===== config.mk =====
export PLATFORM = sky130hd
export DESIGN_NAME = seq_shift_right_flat
export DESIGN_NICKNAME = d
export VERILOG_FILES = /design/src/rtl/seq_shift_right_pkg.sv /design/src/rtl/seq_shift_right_if.sv /design/src/rtl/seq_shift_right_shr1_fill.sv /design/src/rtl/seq_shift_right.sv /design/src/flat_wrapper.sv
export SDC_FILE = /design/constraint.sdc
export NUM_CORES = 1
export LEC_CHECK = 0
export BUFFER_PORTS_ARGS = -buffer_cell sky130_fd_sc_hd__buf_2
export CORE_UTILIZATION = 48
export CTS_BUF_LIST = sky130_fd_sc_hd__clkbuf_16
export DETAILED_ROUTE_END_ITERATION = 10
export PLACE_DENSITY = 0.78
export SETUP_SLACK_MARGIN = 0.15
export SLEW_MARGIN = 20
export SYNTH_ARGS = -nofsm -noshare
export SYNTH_HDL_FRONTEND = slang
export SYNTH_SLANG_ARGS = --single-unit

===== constraint.sdc =====
create_clock -name clk -period 1.6 [get_ports clk]
set_input_delay 0.24 -clock clk [delete_from_list [all_inputs] [get_ports clk]]
set_output_delay 0.24 -clock clk [all_outputs]
set_load 0.01 [all_outputs]

===== src/rtl/seq_shift_right_pkg.sv =====
// Shared constants for the sequential right-shift unit: FSM encoding and default widths.
package seq_shift_right_pkg;

  localparam logic [1:0] S_IDLE  = 2'd0;
  localparam logic [1:0] S_SHIFT = 2'd1;
  localparam logic [1:0] S_DONE  = 2'd2;

  localparam int XLEN    = 32;
  localparam int SHAMT_W = 5;

endpackage


===== src/rtl/seq_shift_right_if.sv =====
// Controller-facing start/busy/done bus of the sequential right-shift unit.
interface seq_shift_right_if
  import seq_shift_right_pkg::*;
#(
  parameter int N   = XLEN,
  parameter int SHW = SHAMT_W
);

  logic           start;
  logic [N-1:0]   D;
  logic [SHW-1:0] shamt;
  logic           arith;
  logic [N-1:0]   Output;
  logic           busy;
  logic           done;

  modport master (
    output start, D, shamt, arith,
    input  Output, busy, done
  );

  modport slave (
    input  start, D, shamt, arith,
    output Output, busy, done
  );

endinterface


===== src/rtl/seq_shift_right_shr1_fill.sv =====
// Combinational single-step right shift by one, with the vacated MSB taken from a fill bit.
module shr1_fill
  import seq_shift_right_pkg::*;
#(
  parameter int N = XLEN
) (
  input  logic [N-1:0] i_d,
  input  logic         i_fill,
  output logic [N-1:0] o_q
);

  assign o_q = {i_fill, i_d[N-1:1]};

endmodule


===== src/rtl/seq_shift_right.sv =====
// Multi-cycle SRL/SRA unit: shifts one bit per clock and holds the result until the next accept.
module seq_shift_right
  import seq_shift_right_pkg::*;
#(
  parameter int N   = XLEN,
  parameter int SHW = SHAMT_W
) (
  input  logic               clk,
  input  logic               rst,
  seq_shift_right_if.slave   bus
);

  logic [1:0]     r_state;
  logic [N-1:0]   r_sreg;
  logic [SHW-1:0] r_cnt;
  logic           r_fill;
  logic [N-1:0]   r_out;

  logic [N-1:0]   w_shifted;

  shr1_fill #(.N(N)) u_shr1 (
    .i_d    (r_sreg),
    .i_fill (r_fill),
    .o_q    (w_shifted)
  );

  // Accepting from DONE as well as IDLE is what allows back-to-back operations.
  always_ff @(posedge clk) begin
    if (rst) begin
      r_state <= S_IDLE;
      r_sreg  <= '0;
      r_cnt   <= '0;
      r_fill  <= 1'b0;
      r_out   <= '0;
    end else begin
      case (r_state)
        S_IDLE, S_DONE: begin
          if (bus.start) begin
            r_sreg <= bus.D;
            r_cnt  <= bus.shamt;
            r_fill <= bus.arith & bus.D[N-1];
            if (bus.shamt == '0) begin
              r_out   <= bus.D;
              r_state <= S_DONE;
            end else begin
              r_state <= S_SHIFT;
            end
          end else begin
            r_state <= S_IDLE;
          end
        end
        S_SHIFT: begin
          r_sreg <= w_shifted;
          r_cnt  <= r_cnt - SHW'(1);
          if (r_cnt == SHW'(1)) begin
            r_out   <= w_shifted;
            r_state <= S_DONE;
          end
        end
        default: r_state <= S_IDLE;
      endcase
    end
  end

  assign bus.Output = r_out;
  assign bus.busy   = (r_state == S_SHIFT);
  assign bus.done   = (r_state == S_DONE);

endmodule

===== src/flat_wrapper.sv =====
// flat-port wrapper written by rule: the top's interface ports become plain ports
module seq_shift_right_flat import seq_shift_right_pkg::*;
#(
  parameter int N   = XLEN,
  parameter int SHW = SHAMT_W
)
  (clk, rst, bus_start, bus_D, bus_shamt, bus_arith, bus_Output, bus_busy, bus_done);
  seq_shift_right_if #(.N(N), .SHW(SHW)) bus_i ();
  input  logic clk;
  input  logic rst;
  input wire logic [$bits(bus_i.start)-1:0] bus_start;
  input wire logic [$bits(bus_i.D)-1:0] bus_D;
  input wire logic [$bits(bus_i.shamt)-1:0] bus_shamt;
  input wire logic [$bits(bus_i.arith)-1:0] bus_arith;
  output wire logic [$bits(bus_i.Output)-1:0] bus_Output;
  output wire logic [$bits(bus_i.busy)-1:0] bus_busy;
  output wire logic [$bits(bus_i.done)-1:0] bus_done;
  assign bus_i.start = bus_start;
  assign bus_i.D = bus_D;
  assign bus_i.shamt = bus_shamt;
  assign bus_i.arith = bus_arith;
  assign bus_Output = bus_i.Output;
  assign bus_busy = bus_i.busy;
  assign bus_done = bus_i.done;
  seq_shift_right #(.N(N), .SHW(SHW)) u_core (.clk(clk), .rst(rst), .bus(bus_i));
endmodule

== Yosys cells after proc, flatten, opt, wreduce, memory -nomap -nowiden ==
Cells that the tools add are included.

* Memory bits (writable): 0
* Output and inout bits: 34
* Flip-flop bits (word level): 72
* Logic and storage cells: 32
* Bits in latches: 0
* Memory bits (read-only): 0
* Memories kept: 0

* Shifts and indexed selects: 0
* Divide/modulo/power cells: 0
* Order comparisons: 0
* Add/sub/neg operators: 1
* Multiply operators: 0
* Multiplexer cells: 12
* Reductions and logical operators: 7
* Bitwise gates (word level): 1
* Equality and inequality tests: 6

{| class="wikitable"
|+ Operator list
! kind !! number
|-
| $mux W32 || 4
|-
| $pmux W32 S2 || 2
|-
| $pmux W5 S2 || 1
|-
| $mux W2 || 3
|-
| $eq A5 B1 Y1 const B || 1
|-
| $logic_not A5 Y1 || 1
|-
| $mux W5 || 1
|-
| $sub A5 B1 Y5 const B || 1
|-
| $ne A2 B1 Y1 const B || 2
|-
| $pmux W2 S2 || 1
|-
| $reduce_and A2 Y1 || 2
|-
| $reduce_and A4 Y1 || 1
|-
| $eq A2 B1 Y1 const B || 1
|-
| $eq A2 B2 Y1 const B || 1
|-
| $logic_not A2 Y1 || 1
|-
| $ne A2 B2 Y1 const B || 1
|-
| $reduce_bool A2 Y1 || 1
|-
| $reduce_or A2 Y1 || 1
|-
| $and A1 B1 Y1 || 1
|}

== Longest topological paths before layout ==
* Word-level depth: 4
* Depth in mapped cells: 8
* Mapped depth without buffers: 6

== Modules after synthesis ==
From an unflattened synthesis, not the netlist that was laid out.

* Cell total of the unflattened synthesis: 339
* Area, all modules: 3320.7 µm²

{| class="wikitable"
|+ By module, submodules not included
! module !! area each (µm²) !! sequential area each (µm²) !! instances !! cells an instance
|-
| seq_shift_right || 3080.5 || 1441.4 || 1 || 307
|-
| shr1_fill || 240.2 || 0.0 || 1 || 32
|}

== Worst setup path after synthesis ==
OpenSTA, ideal clock, no wires.

* Path kind: register -> register
* From: reg u_core.r_cnt[0]
* To: reg u_core.r_out[10] (netlist: u_core.bus.Output[10])
* Clock period less this slack: 1.770 ns
* Buffers on the path: 2
* Data arrival time: 1.682 ns
* Required time: 1.511 ns
* Cell stages (with the launch flop): 8
* Library setup time: 0.089 ns
* Setup slack: -0.170 ns
* Path through: dfxtp_1 > ha_1 > or4b_1 > o32ai_2 > buf_4 > buf_6 > nor2_1 > a311oi_2

* Cells in the longest elaborated chain, start to end: 3

{| class="wikitable"
|+ Ends and longest elaborated chain
! element !! line !! source
|-
| start, declared || seq_shift_right.sv:15 || <nowiki>logic [SHW-1:0] r_cnt;</nowiki>
|-
| start signal, assigned || seq_shift_right.sv:40 || <nowiki>r_cnt <= bus.shamt;</nowiki>
|-
| start signal, assigned || seq_shift_right.sv:54 || <nowiki>r_cnt <= r_cnt - SHW'(1);</nowiki>
|-
| $eq A5 B1 Y1 || seq_shift_right.sv:55 || <nowiki>if (r_cnt == SHW'(1)) begin</nowiki>
|-
| $ne A2 B1 Y1 (no source line) || n/a ||
|-
| $reduce_and A4 Y1 (no source line) || n/a ||
|-
| end signal, assigned || seq_shift_right.sv:43 || <nowiki>r_out <= bus.D;</nowiki>
|-
| end signal, assigned || seq_shift_right.sv:56 || <nowiki>r_out <= w_shifted;</nowiki>
|-
| end, declared || seq_shift_right.sv:17 || <nowiki>logic [N-1:0] r_out;</nowiki>
|}

Every way passes these cells.
A chain may end at the register's enable or synchronous reset.

== Worst setup path after layout ==
* From: reg u_core.r_cnt[1]
* To: reg u_core.r_out[0] (netlist: u_core.bus.Output[0])

Same word-level chain as after synthesis.

==> results.toml <==
[power_and_ir_drop]
comb_power_share_pct = 20.7
power_density_nw_per_um2 = 1089
power.net_switching_mw = 1.449
switching_share_pct = 28.76
pwr-share-seq_pct = 40.3
power.internal_mw = 3.589
p_leak_nw = 1.934
ir_worst_vdd_uv = 722.4
clockPowerShare_pct = 38.9

[timing]
slew_headroom_pct = 74.63
slew_viol_final = 0
fin_ws_ns = -0.3457
rsz0062_at_grt = "true"
tightest_slew_ns = 0.3806
tns_ns = -9.765
setup_viol = 36
post-route-min-period_ns = 1.946
period_share_pct = 121.6
max_freq_ghz = 0.5139
fin_worst_skew_ns = 0.006002
hold_viol = 0

[logic_synthesis]
postSynthCellCount = 403
synth_seq_area_share_pct = 43.98
yosysUniqueCellTypes = 26
yosys_warnings = 0
syn_avg_cell_area_um2 = 8.019
syn_area_um2 = 3232
synth_nets = 446
ys_ff_latch = 71

[placed_design]
post-dp-hpwl_um = 5168
dp_cells = 545
port_buffers = 74
gp_congestion = 0.7582

[cts]
clkTransAtPathRegs_ns = 0.06
insertion_delay_ns = 0.33
hold_buffers = 0
cts_tree = "yes"
h-tree-depth = 3
clk_path_buf_depth = 2
cts_buffers = 9
cts_root_buffer = "clkbuf_16"
cts_sinks = 71

[floorplanning]
start_util_pct = 50.32
fp.dieArea_um2 = 7065
core-area_um2 = 6422
dieWidth_um = 84.06
ioPinCount = 75
die_h_um = 84.06
num_rows = 29

[global_routing]
grt_overflow_total = 0
grt_pass1_vias = 3138
track_usage_pct = 26.21
grt_first_pass_wirelength_um = 14630
antenna_found_initial = 0
grt_max_degree = 72

[setup_path]
r2r_slack_ns = -0.35
cp_max_fo = 8
endpoint_kind = "flip-flop"
r2r-end = "u_core.bus.Output[0]$_SDFFE_PP0P_"
r2r-start = "u_core.r_cnt[1]$_SDFFE_PP0P_"
critPathKind = "flip-flop to flip-flop"
critical_path.startpoint_type = "flip-flop"
arrival_ns = 2.18
rr_worst_depth = 8
required_ns = 1.84

[finish]
area_growth_pct = 43.21
layout.cells.non_filler = 583
nets = 544
seq_area_um2 = 1424
antennaDiodeCount = 0
fill_cells = 475
multi_input_area_um2 = 1815
layout-drive-gt1-share_pct = 39.53

[drt]
wl_per_cell_um = 16.55
drc = 6
ant_nets = 0
vias = 3377
wl_um = 9651
firstDrtPassIters = 8
first_iter_violations = 210
avgViaCountPerCell = 5.792

[min_path]
hold_depth = 3
hp-class = "input pin to flip-flop"
hp-start = "bus_shamt[0]"
hold_end = "u_core.r_cnt[0]$_SDFFE_PP0P_"

[run_status]
violations = "DRC, setup timing"
outcome = "finished, violations left"

[flow_run]
max_cap_violations = 0
[how the worst max path moves through the flow]
stage | cells after the start | start | end | slack (ns)
floorplan | 8 | u_core.r_cnt[1]$_SDFFE_PP0P_ | u_core.bus.Output[10]$_SDFFE_PP0P_ | -0.11
global placement | 6 | bus_shamt[1] | u_core.bus.Output[15]$_SDFFE_PP0P_ | -0.24
detailed placement | 6 | bus_shamt[1] | u_core.bus.Output[4]$_SDFFE_PP0P_ | -0.32
CTS | 7 | u_core.r_cnt[1]$_SDFFE_PP0P_ | u_core.bus.Output[4]$_SDFFE_PP0P_ | -0.25
global route | 8 | u_core.r_cnt[1]$_SDFFE_PP0P_ | u_core.bus.Output[19]$_SDFFE_PP0P_ | -0.39
finish | 8 | u_core.r_cnt[1]$_SDFFE_PP0P_ | u_core.bus.Output[0]$_SDFFE_PP0P_ | -0.35
[synthesized netlist by cell type]
cell	count	area [µm²]
nor3_1	1	5.000
buf_6	2	22.52
or4_4	1	11.26
a22oi_1	1	7.510
dfxtp_1	71	1421
nand2b_1	3	18.77
a311oi_2	20	300.3
nor2_1	72	270.3
buf_2	2	10.01
a311oi_1	43	376.6
nor4_1	1	6.260
buf_1	2	7.510
nand3_1	1	5.000
clkinv_1	1	3.750
o21ai_0	3	15.01
o32ai_2	1	16.27
a21oi_1	7	35.03
inv_1	2	7.510
o311ai_0	1	8.760
buf_4	3	22.52
or4b_1	1	10.01
ha_1	2	25.02
nor2b_1	3	18.77
a221oi_1	2	17.52
nand2_1	128	480.5
clkbuf_1	29	108.9
[state kept, by name (all words and copies together) (netlist names)]
| name | cells |
|---|---|
| u_core.bus.Output | 32 |
| u_core.r_cnt | 5 |
| u_core.r_fill | 1 |
| u_core.r_sreg | 31 |
| u_core.r_state | 2 |
[layer usage]
metal | GRT usage [%] | up-vias | part of all wire [%] | routed length [µm]
met4 | 13.01 | 0 | 2.2 | 209
met2 | 43.67 | 141 | 51 | 4896
met3 | 6.330 | 21 | 7.2 | 696
li1 | - | 1604 | - | -
met1 | 31.50 | 1611 | 40 | 3849
met5 | 0 | - | 0 | 0
[cell usage in the layout, fill, tap and decap left out, types with 2 or more instances in the layout]
master and n:
nand2b_4 2, buf_16 3, nor2_1 48, a311oi_1 40, clkbuf_16 11, buf_6 12
buf_12 6, clkinv_4 2, nor2_2 15, inv_1 2, o21ai_0 3, dfxtp_2 2
nor2b_1 2, a311oi_2 23, nor2_4 9, clkinv_2 3, buf_8 2, a21oi_1 7
buf_4 27, ha_4 2, dfxtp_1 69, nand2_1 128, buf_2 73
[logic make-up (layout without fill, tap and decap cells)]
group | after synthesis | after routing | synth area share (%)
fa+ha+maj | 2 | 2 | 0.7742
compound gates | 78 | 78 | 24.04
simple gates | 211 | 211 | 25.55
flops | 71 | 71 | 43.98
buf+inv | 41 | 144 | 5.652
[critical path, cell delays in order, from the launching register on]
cell and delay (ns):
dfxtp_2 0.32, inv_2 0.07, ha_4 0.12, or4b_4 0.47, o32ai_4 0.24, buf_6 0.18, buf_12 0.13, nor2_1 0.06
a311oi_2 0.25
[power groups by stage]
stage                     logic (mW)  clock network (mW)  registers, mW
after floorplan                0.507                   0           2.05
after global placement         0.774                   0           2.05
after detailed placement       0.808                   0           2.05
after CTS                      0.952                1.96           2.02
after global routing            1.13                2.06           2.05
final                           1.04                1.96           2.03
[metrics by stage]
| stage | area (µm²) | utilization (%) | hold slack (ns) | power (mW) | setup WS, ns |
|---|---|---|---|---|---|
| 2_1_floorplan | 3241 | - | 0.3919 | 2.562 | -0.1099 |
| 3_3_place_gp | 3809 | 59.30 | 0.4615 | 2.821 | -0.2368 |
| 3_5_place_dp | 3809 | 59.30 | 0.4809 | 2.858 | -0.3176 |
| 5_1_grt | 4628 | 72.06 | 0.1917 | 5.247 | -0.3852 |
| 6_report | 4628 | 72.06 | 0.1741 | 5.038 | -0.3457 |
| 4_1_cts | 4452 | 69.32 | 0.1725 | 4.937 | -0.2514 |
[repair_timing]
| item | in CTS | in global routing |
|---|---|---|
| setup endpoints to repair | 35 | 44 |
| buffers inserted | 13 | 4 |
| pin swaps | 16 | 12 |
| resized for setup | 40 | 26 |
| gates cloned | 3 | 2 |
[layout make-up]
type / instances / area share [%]
inverters: 3 / 0.3514
well taps: 77 / 2.082
flip-flops and latches: 71 / 30.77
multi-input cells: 291 / 39.23
repair buffers: 125 / 21.30
clock inverters: 7 / 1.406
clock buffers: 9 / 4.866
Note: power is estimated with default switching activity, not from simulation.
